**src/rtl/uart_arb_pkg.sv**
```systemverilog
// rtl/uart_arb_pkg.sv - shared types and constants for the UART transmit arbiter
package uart_arb_pkg;

    // ARB: pick a requester, RD: poll UART status, WR: write the byte,
    // GAP: one idle cycle between bus transactions.
    typedef enum logic [1:0] {
        ARB = 2'd0,
        RD  = 2'd1,
        WR  = 2'd2,
        GAP = 2'd3
    } state_t;

    // Status bit that reads 1 when the UART transmit buffer can take a byte.
    localparam int         STATUS_EMPTY_BIT = 0;
    localparam logic [3:0] WSTRB_READ       = 4'b0000;
    localparam logic [3:0] WSTRB_BYTE0      = 4'b0001;

endpackage

```
**src/rtl/uart_rr_pick.sv**
```systemverilog
// rtl/uart_rr_pick.sv - combinational round-robin winner search
//
// Purpose: starting at index ptr and wrapping modulo NUM_REQ, return the first
// set bit of req.
// Ports:
//   req    - request vector, one bit per requester
//   ptr    - index searched first
//   winner - index of the first request found (0 when none)
//   found  - high when any bit of req is set
module uart_rr_pick #(
    parameter int NUM_REQ = 4
) (
    input  logic [NUM_REQ-1:0]         req,
    input  logic [$clog2(NUM_REQ)-1:0] ptr,
    output logic [$clog2(NUM_REQ)-1:0] winner,
    output logic                       found
);
    localparam int IDX_W = $clog2(NUM_REQ);

    logic [IDX_W-1:0] idx;

    // Scan from the farthest offset down to offset 0, so the nearest request
    // to ptr is the last to overwrite winner.
    always_comb begin
        winner = '0;
        found  = 1'b0;
        idx    = '0;
        for (int k = NUM_REQ - 1; k >= 0; k--) begin
            idx = IDX_W'((int'(ptr) + k) % NUM_REQ);
            if (req[idx]) begin
                winner = idx;
                found  = 1'b1;
            end
        end
    end

endmodule

```
**src/rtl/uart_tx_arbiter.sv**
```systemverilog
// rtl/uart_tx_arbiter.sv - round-robin byte arbiter feeding a polled UART transmitter
//
// Purpose: grant one of NUM_REQ byte requesters, poll the UART status word
// until its transmit buffer is empty, write the byte, then acknowledge the
// requester with a one-cycle req_ready pulse.
// Ports:
//   clk, reset                    - clock, asynchronous active-high reset
//   req_valid/req_data/req_last   - per-requester byte offer (data packed 8 bits each)
//   req_ready                     - one-cycle acknowledge of the written byte
//   grant_id                      - current or last granted requester
//   busy                          - high whenever the FSM is not in ARB
//   m_valid/m_instr/m_wstrb/m_wdata/m_addr/m_ready/m_rdata - bus master port
// Build option: UART_ARB_LOCK_EN keeps the grant on one requester until it
// delivers a byte with req_last set.
module uart_tx_arbiter
    import uart_arb_pkg::*;
#(
    parameter int          NUM_REQ   = 4,
    parameter logic [31:0] UART_ADDR = 32'hFFFF_0040
) (
    input  logic                       clk,
    input  logic                       reset,
    input  logic [NUM_REQ-1:0]         req_valid,
    input  logic [8*NUM_REQ-1:0]       req_data,
    input  logic [NUM_REQ-1:0]         req_last,
    output logic [NUM_REQ-1:0]         req_ready,
    output logic [$clog2(NUM_REQ)-1:0] grant_id,
    output logic                       busy,
    output logic                       m_valid,
    output logic                       m_instr,
    output logic [3:0]                 m_wstrb,
    output logic [31:0]                m_wdata,
    output logic [31:0]                m_addr,
    input  logic                       m_ready,
    input  logic [31:0]                m_rdata
);
    localparam int IDX_W = $clog2(NUM_REQ);

    state_t               state_q, state_d;
    logic                 target_wr_q, target_wr_d;   // after GAP: 1 -> WR, 0 -> RD
    logic [IDX_W-1:0]     grant_q, grant_d;
    logic [IDX_W-1:0]     ptr_q, ptr_d;
    logic [NUM_REQ-1:0]   ready_q, ready_d;
    logic [7:0]           byte_q, byte_d;
    logic                 held_q, held_d;             // byte_q holds the sampled byte

    logic [NUM_REQ-1:0]   eligible;
    logic [IDX_W-1:0]     winner;
    logic                 found;
    logic [7:0]           cur_byte;
    logic                 unused_bits;

    assign cur_byte = req_data[{grant_q, 3'b000} +: 8];

`ifdef UART_ARB_LOCK_EN
    logic                 lock_q, lock_d;
    logic [NUM_REQ-1:0]   grant_mask;

    always_comb begin
        grant_mask          = '0;
        grant_mask[grant_q] = 1'b1;
        eligible            = lock_q ? (req_valid & grant_mask) : req_valid;
    end

    assign unused_bits = ^m_rdata[31:1];
`else
    assign eligible    = req_valid;
    assign unused_bits = ^{m_rdata[31:1], req_last};
`endif

    uart_rr_pick #(.NUM_REQ(NUM_REQ)) u_pick (
        .req    (eligible),
        .ptr    (ptr_q),
        .winner (winner),
        .found  (found)
    );

    always_comb begin
        state_d     = state_q;
        target_wr_d = target_wr_q;
        grant_d     = grant_q;
        ptr_d       = ptr_q;
        ready_d     = '0;
        byte_d      = byte_q;
        held_d      = held_q;
`ifdef UART_ARB_LOCK_EN
        lock_d      = lock_q;
`endif
        m_valid     = 1'b0;
        m_wstrb     = WSTRB_READ;
        m_addr      = '0;
        m_wdata     = '0;

        case (state_q)
            ARB: begin
                if (found) begin
                    grant_d = winner;
                    ptr_d   = (winner == IDX_W'(NUM_REQ - 1)) ? '0 : winner + 1'b1;
                    state_d = RD;
                end
            end
            RD: begin
                m_valid = 1'b1;
                m_addr  = UART_ADDR;
                if (m_ready) begin
                    target_wr_d = m_rdata[STATUS_EMPTY_BIT];
                    state_d     = GAP;
                end
            end
            WR: begin
                m_valid = 1'b1;
                m_wstrb = WSTRB_BYTE0;
                m_addr  = UART_ADDR;
                // Capture the byte on the first WR cycle so a requester that
                // misbehaves mid-write cannot change what is being written.
                m_wdata = {24'b0, held_q ? byte_q : cur_byte};
                if (!held_q) begin
                    byte_d = cur_byte;
                    held_d = 1'b1;
                end
                if (m_ready) begin
                    ready_d[grant_q] = 1'b1;
                    held_d           = 1'b0;
                    target_wr_d      = 1'b0;
`ifdef UART_ARB_LOCK_EN
                    lock_d           = ~req_last[grant_q];
`endif
                    state_d          = GAP;
                end
            end
            GAP: begin
                // A pending acknowledge marks the GAP that follows a write.
                if (|ready_q) begin
                    state_d = ARB;
                end else if (target_wr_q) begin
                    state_d = WR;
                end else begin
                    state_d = RD;
                end
            end
            default: state_d = ARB;
        endcase
    end

    always_ff @(posedge clk or posedge reset) begin
        if (reset) begin
            state_q     <= ARB;
            target_wr_q <= 1'b0;
            grant_q     <= '0;
            ptr_q       <= '0;
            ready_q     <= '0;
            byte_q      <= '0;
            held_q      <= 1'b0;
`ifdef UART_ARB_LOCK_EN
            lock_q      <= 1'b0;
`endif
        end else begin
            state_q     <= state_d;
            target_wr_q <= target_wr_d;
            grant_q     <= grant_d;
            ptr_q       <= ptr_d;
            ready_q     <= ready_d;
            byte_q      <= byte_d;
            held_q      <= held_d;
`ifdef UART_ARB_LOCK_EN
            lock_q      <= lock_d;
`endif
        end
    end

    assign req_ready = ready_q;
    assign grant_id  = grant_q;
    assign busy      = (state_q != ARB);
    assign m_instr   = 1'b0;

endmodule

```
**config.mk**
```make
export PLATFORM = sky130hd
export DESIGN_NAME = uart_tx_arbiter
export DESIGN_NICKNAME = d
export VERILOG_FILES = /design/src/rtl/uart_arb_pkg.sv /design/src/rtl/uart_rr_pick.sv /design/src/rtl/uart_tx_arbiter.sv
export SDC_FILE = /design/constraint.sdc
export NUM_CORES = 1
export LEC_CHECK = 0
export ABC_AREA = 1
export CAP_MARGIN = 20
export CORE_MARGIN = 1.5
export CORE_UTILIZATION = 36
export DETAILED_ROUTE_END_ITERATION = 12
export GPL_TIMING_DRIVEN = 0
export PLACE_DENSITY = 0.88
export SLEW_MARGIN = 0
export SYNTH_ARGS = -nofsm -noshare
export SYNTH_HDL_FRONTEND = slang
export SYNTH_SLANG_ARGS = --single-unit
```
**constraint.sdc**
```tcl
create_clock -name clk -period 4.47 [get_ports clk]
set_clock_uncertainty 0.05 [all_clocks]
set_input_delay 0.447 -clock clk [delete_from_list [all_inputs] [get_ports clk]]
set_output_delay 0.447 -clock clk [all_outputs]
set_load 0.005 [all_outputs]
```
==> parameters.txt <==
Parameter                              Value

Status
  Status    complete, no violations

Global route
  M3 GR Usage    3.08%
  Met2 Track Usage GR    30.0%
  Routing layer with the top usage in global route    met2
  Maximum number of pins on one net before global-route repair    21
  First-pass GRT wire length    7300 um
  GRT Overall Usage    16.6%
  Antenna violations before repair    0
  Met1 demand-to-capacity share in global routing    20.1%
  Leftover overflow at the end of global routing    0
  Number of global-route vias before repair    1666

Power and ir drop
  Overall power consumption    1810 uW
  Ratio of total power to cell area    620 nW/um^2
  Comb power frac    72.8%
  Internal power of the cells    roughly 1100 uW
  Static Leak    0.00156 uW
  Peak supply drop    ~0.00042 V
  Fraction of power consumed by sequential logic    16.9%
  Switching component of the power    713 uW
  Switching share of total power    39.4%
  Clk pwr share    between 10% and 20%

Logic synthesis
  Count of distinct cell types in the synthesized netlist    30
  Post-synthesis sequential area ratio    between 20% and 30%
  Number of instances in the synthesized netlist    259
  Synth top area share    26.8%
  Cell type contributing the most total cell area after synthesis    sky130_fd_sc_hd__dfrtp_1
  Syn Area/Cell    ~7.2 sq um
  Synthesized flop and latch total    20
  Synthesized area    around 1900 sq um
  Synth area leaders    sky130_fd_sc_hd__dfrtp_1 (27%), sky130_fd_sc_hd__buf_4 (24%), sky130_fd_sc_hd__nand2_1 (9.6%)
  YS warnings    0

Floorplanning
  # IOs    152
  Chip width    75.1 um
  Area of the die    5640 sq um
  Die Height    between 70 and 80 um
  Standard cell core area    approximately 5000 sq um
  Initial standard-cell utilization of the core    between 30 and 40%
  Site Rows    26

Timing
  Final Critical Period    2.77 ns
  Min Hold Slack    between 0.4 and 0.5 ns
  Setup_tns    0 ns
  Maximum frequency from static timing analysis    362 MHz
  Final Slew Violations    0
  Number of endpoints failing setup at the final stage    0
  Count of final hold-check violations    0
  Part of the cycle the worst path needs    61.9%
  RSZ-0062 raised after global routing    false
  Worst relative slew slack    48.3%
  Measured slew at the worst slew-check pin    0.775 ns

Finish
  Nets@finish    459
  Commonest cells after routing, fill and taps aside    sky130_fd_sc_hd__clkdlybuf4s50_1 (73), sky130_fd_sc_hd__buf_4 (60), sky130_fd_sc_hd__nand2_1 (48)
  Fraction of layout cells with a size suffix above 1    22.2%
  Commonest non-fill, non-tap cell in the layout    sky130_fd_sc_hd__clkdlybuf4s50_1
  Area added between synthesis and finish    56.0%
  Count of fill cells added during filler insertion    460
  Number of cells in the finished layout apart from fillers    448
  Number of antenna cells inserted    0
  Utilization after layout    57.9%

Clock tree
  Clock root buffer    sky130_fd_sc_hd__clkbuf_8
  Number of buffers added to fix hold violations after cts    0
  Post-CTS repair timing setup buffer count    0
  CTS tree    done
  Number of buffers created by CTS    3
  Number of clock sinks seen by CTS    20
  Clock latency on the worst-skew pair    about 0.26 ns
  Clk buf depth    2
  Clock-pin slew on the worst setup and hold paths    0.08 ns
  H-tree depth reported by CTS    1
  Resized Gates After CTS    0

Route
  Via density    4.23
  Detailed-route via count    around 1900
  Antenna Violating Nets Remaining    0
  DRC errors left    0
  Wire length per cell after detailed routing    11.0 um
  Total Routed Length    4950 um
  Drt pass-1 iters    4
  Detailed Route Iter0 Violations    between 100 and 150

Flow run
  Reported max-cap violation count    0

Worst setup path
  Length in cells of the worst reg-to-reg path    7
  Crit path capture type    output port
  Worst setup path endpoint    m_wdata[2]
  Worst R2R End    state_q[0]
  Launching element type of the critical path    register
  Reg-to-reg setup timing slack    2.47 ns
  Critical path required time    3.97 ns
  Source of the worst register-to-register timing path    state_q[1]
  CP Data Arrival Time    2.27 ns
  Highest fanout seen on the critical path    9
  Origin of the worst setup path    state_q[0]
  Critical path type    register to output port

Placement
  Port buffer count    73
  Routability cong.    around 0.77
  Detailed Place HPWL    4000 um
  # placed instances    444

Worst hold path
  Min-delay worst type    register to register
-- Yosys cell counts --
library cell,instances
sky130_fd_sc_hd__nor2_2,2
sky130_fd_sc_hd__conb_1,1
sky130_fd_sc_hd__a21oi_2,1
sky130_fd_sc_hd__clkinv_1,1
sky130_fd_sc_hd__buf_4,60
sky130_fd_sc_hd__o21a_1,2
sky130_fd_sc_hd__clkbuf_1,3
sky130_fd_sc_hd__nand3b_1,2
sky130_fd_sc_hd__nor2_4,1
sky130_fd_sc_hd__nand2_1,48
sky130_fd_sc_hd__buf_6,1
sky130_fd_sc_hd__or2_2,1
sky130_fd_sc_hd__a21oi_4,1
sky130_fd_sc_hd__nand2_2,6
sky130_fd_sc_hd__o21ai_0,17
sky130_fd_sc_hd__ha_1,5
sky130_fd_sc_hd__nor4_1,1
sky130_fd_sc_hd__nand3_1,14
sky130_fd_sc_hd__a21oi_1,9
sky130_fd_sc_hd__nand3_2,4
sky130_fd_sc_hd__dfrtp_1,20
sky130_fd_sc_hd__inv_2,2
sky130_fd_sc_hd__o21ai_1,2
sky130_fd_sc_hd__nand4_1,1
sky130_fd_sc_hd__o21bai_1,1
sky130_fd_sc_hd__nor3_1,1
sky130_fd_sc_hd__inv_1,34
sky130_fd_sc_hd__a22oi_1,11
sky130_fd_sc_hd__inv_6,1
sky130_fd_sc_hd__nor2_1,6
-- critical path, cell delays in order (launching register included) --
cell and delay (ns):
sky130_fd_sc_hd__dfrtp_1 0.42, sky130_fd_sc_hd__inv_1 0.14, sky130_fd_sc_hd__ha_1 0.23, sky130_fd_sc_hd__clkinv_1 0.28, sky130_fd_sc_hd__a21oi_1 0.21, sky130_fd_sc_hd__o21ai_0 0.12, sky130_fd_sc_hd__inv_1 0.09, sky130_fd_sc_hd__clkdlybuf4s50_1 0.51
-- power by group through the flow --
stage	Sequential, uW	Combinational [uW]	Clock [uW]
finish	305	1320	186
global route	313	1460	195
CTS	303	1330	187
detailed placement	306	1320	0
global placement	302	1280	0
floorplan	295	787	0
-- per-stage QoR --
stage	setup slack (ns)	instance area [sq um]
6_report	1.70	2920
3_3_place_gp	2.09	2850
2_1_floorplan	2.71	2030
5_1_grt	1.50	2920
3_5_place_dp	2.02	2850
4_1_cts	1.72	2920
-- metal layers --
layer	part of all wire, %	wire, um
met5	0	0
met4	1.4	68
met3	6.4	318
met2	52	2580
met1	40	1980
-- kinds of logic (layout without fill, tap and decap cells) --
logic type	after synthesis	in the layout	share of synthesized area, %
adders and majority gates	5	5	3.34
DFF	20	20	26.8
AOI/OAI and AO/OA	44	44	14.4
buffers and inverters	102	179	33.2
other	1	43	0.200
and+or+nand+nor	87	87	22.1
-- worst min path at each step --
| stage | from | end | slack (ns) | cells past startpoint |
|---|---|---|---|---|
| final | byte_q[4] | byte_q[4] | 0.48 | 2 |
| after CTS | byte_q[4] | byte_q[4] | 0.48 | 2 |
| after global placement | byte_q[1] | byte_q[1] | 0.45 | 2 |
| after global routing | byte_q[6] | byte_q[6] | 0.51 | 2 |
| after detailed placement | byte_q[4] | byte_q[4] | 0.47 | 2 |
| after floorplan | reset | byte_q[0] | 0.36 | 1 |
-- cell type report --
type                    count  area, sq um  area share (%)
plain buffers              64          473            16.2
clock buffers               3         41.3            1.42
clock inverters             1         30.0            1.03
inverters                  38          148            5.06
multi-input cells         179          907            31.1
flip-flops and latches     20          500            17.2
well taps                  70         87.6            3.00
repair buffers             73          731            25.0
-- state kept, by name (all words and copies together) (netlist names) --
| register | cells |
|---|---|
| target_wr_q | 1 |
| byte_q | 8 |
| state_q | 2 |
| req_ready | 4 |
| ptr_q | 2 |
| grant_id | 2 |
| held_q | 1 |
Power figures use the tool's default switching activity.
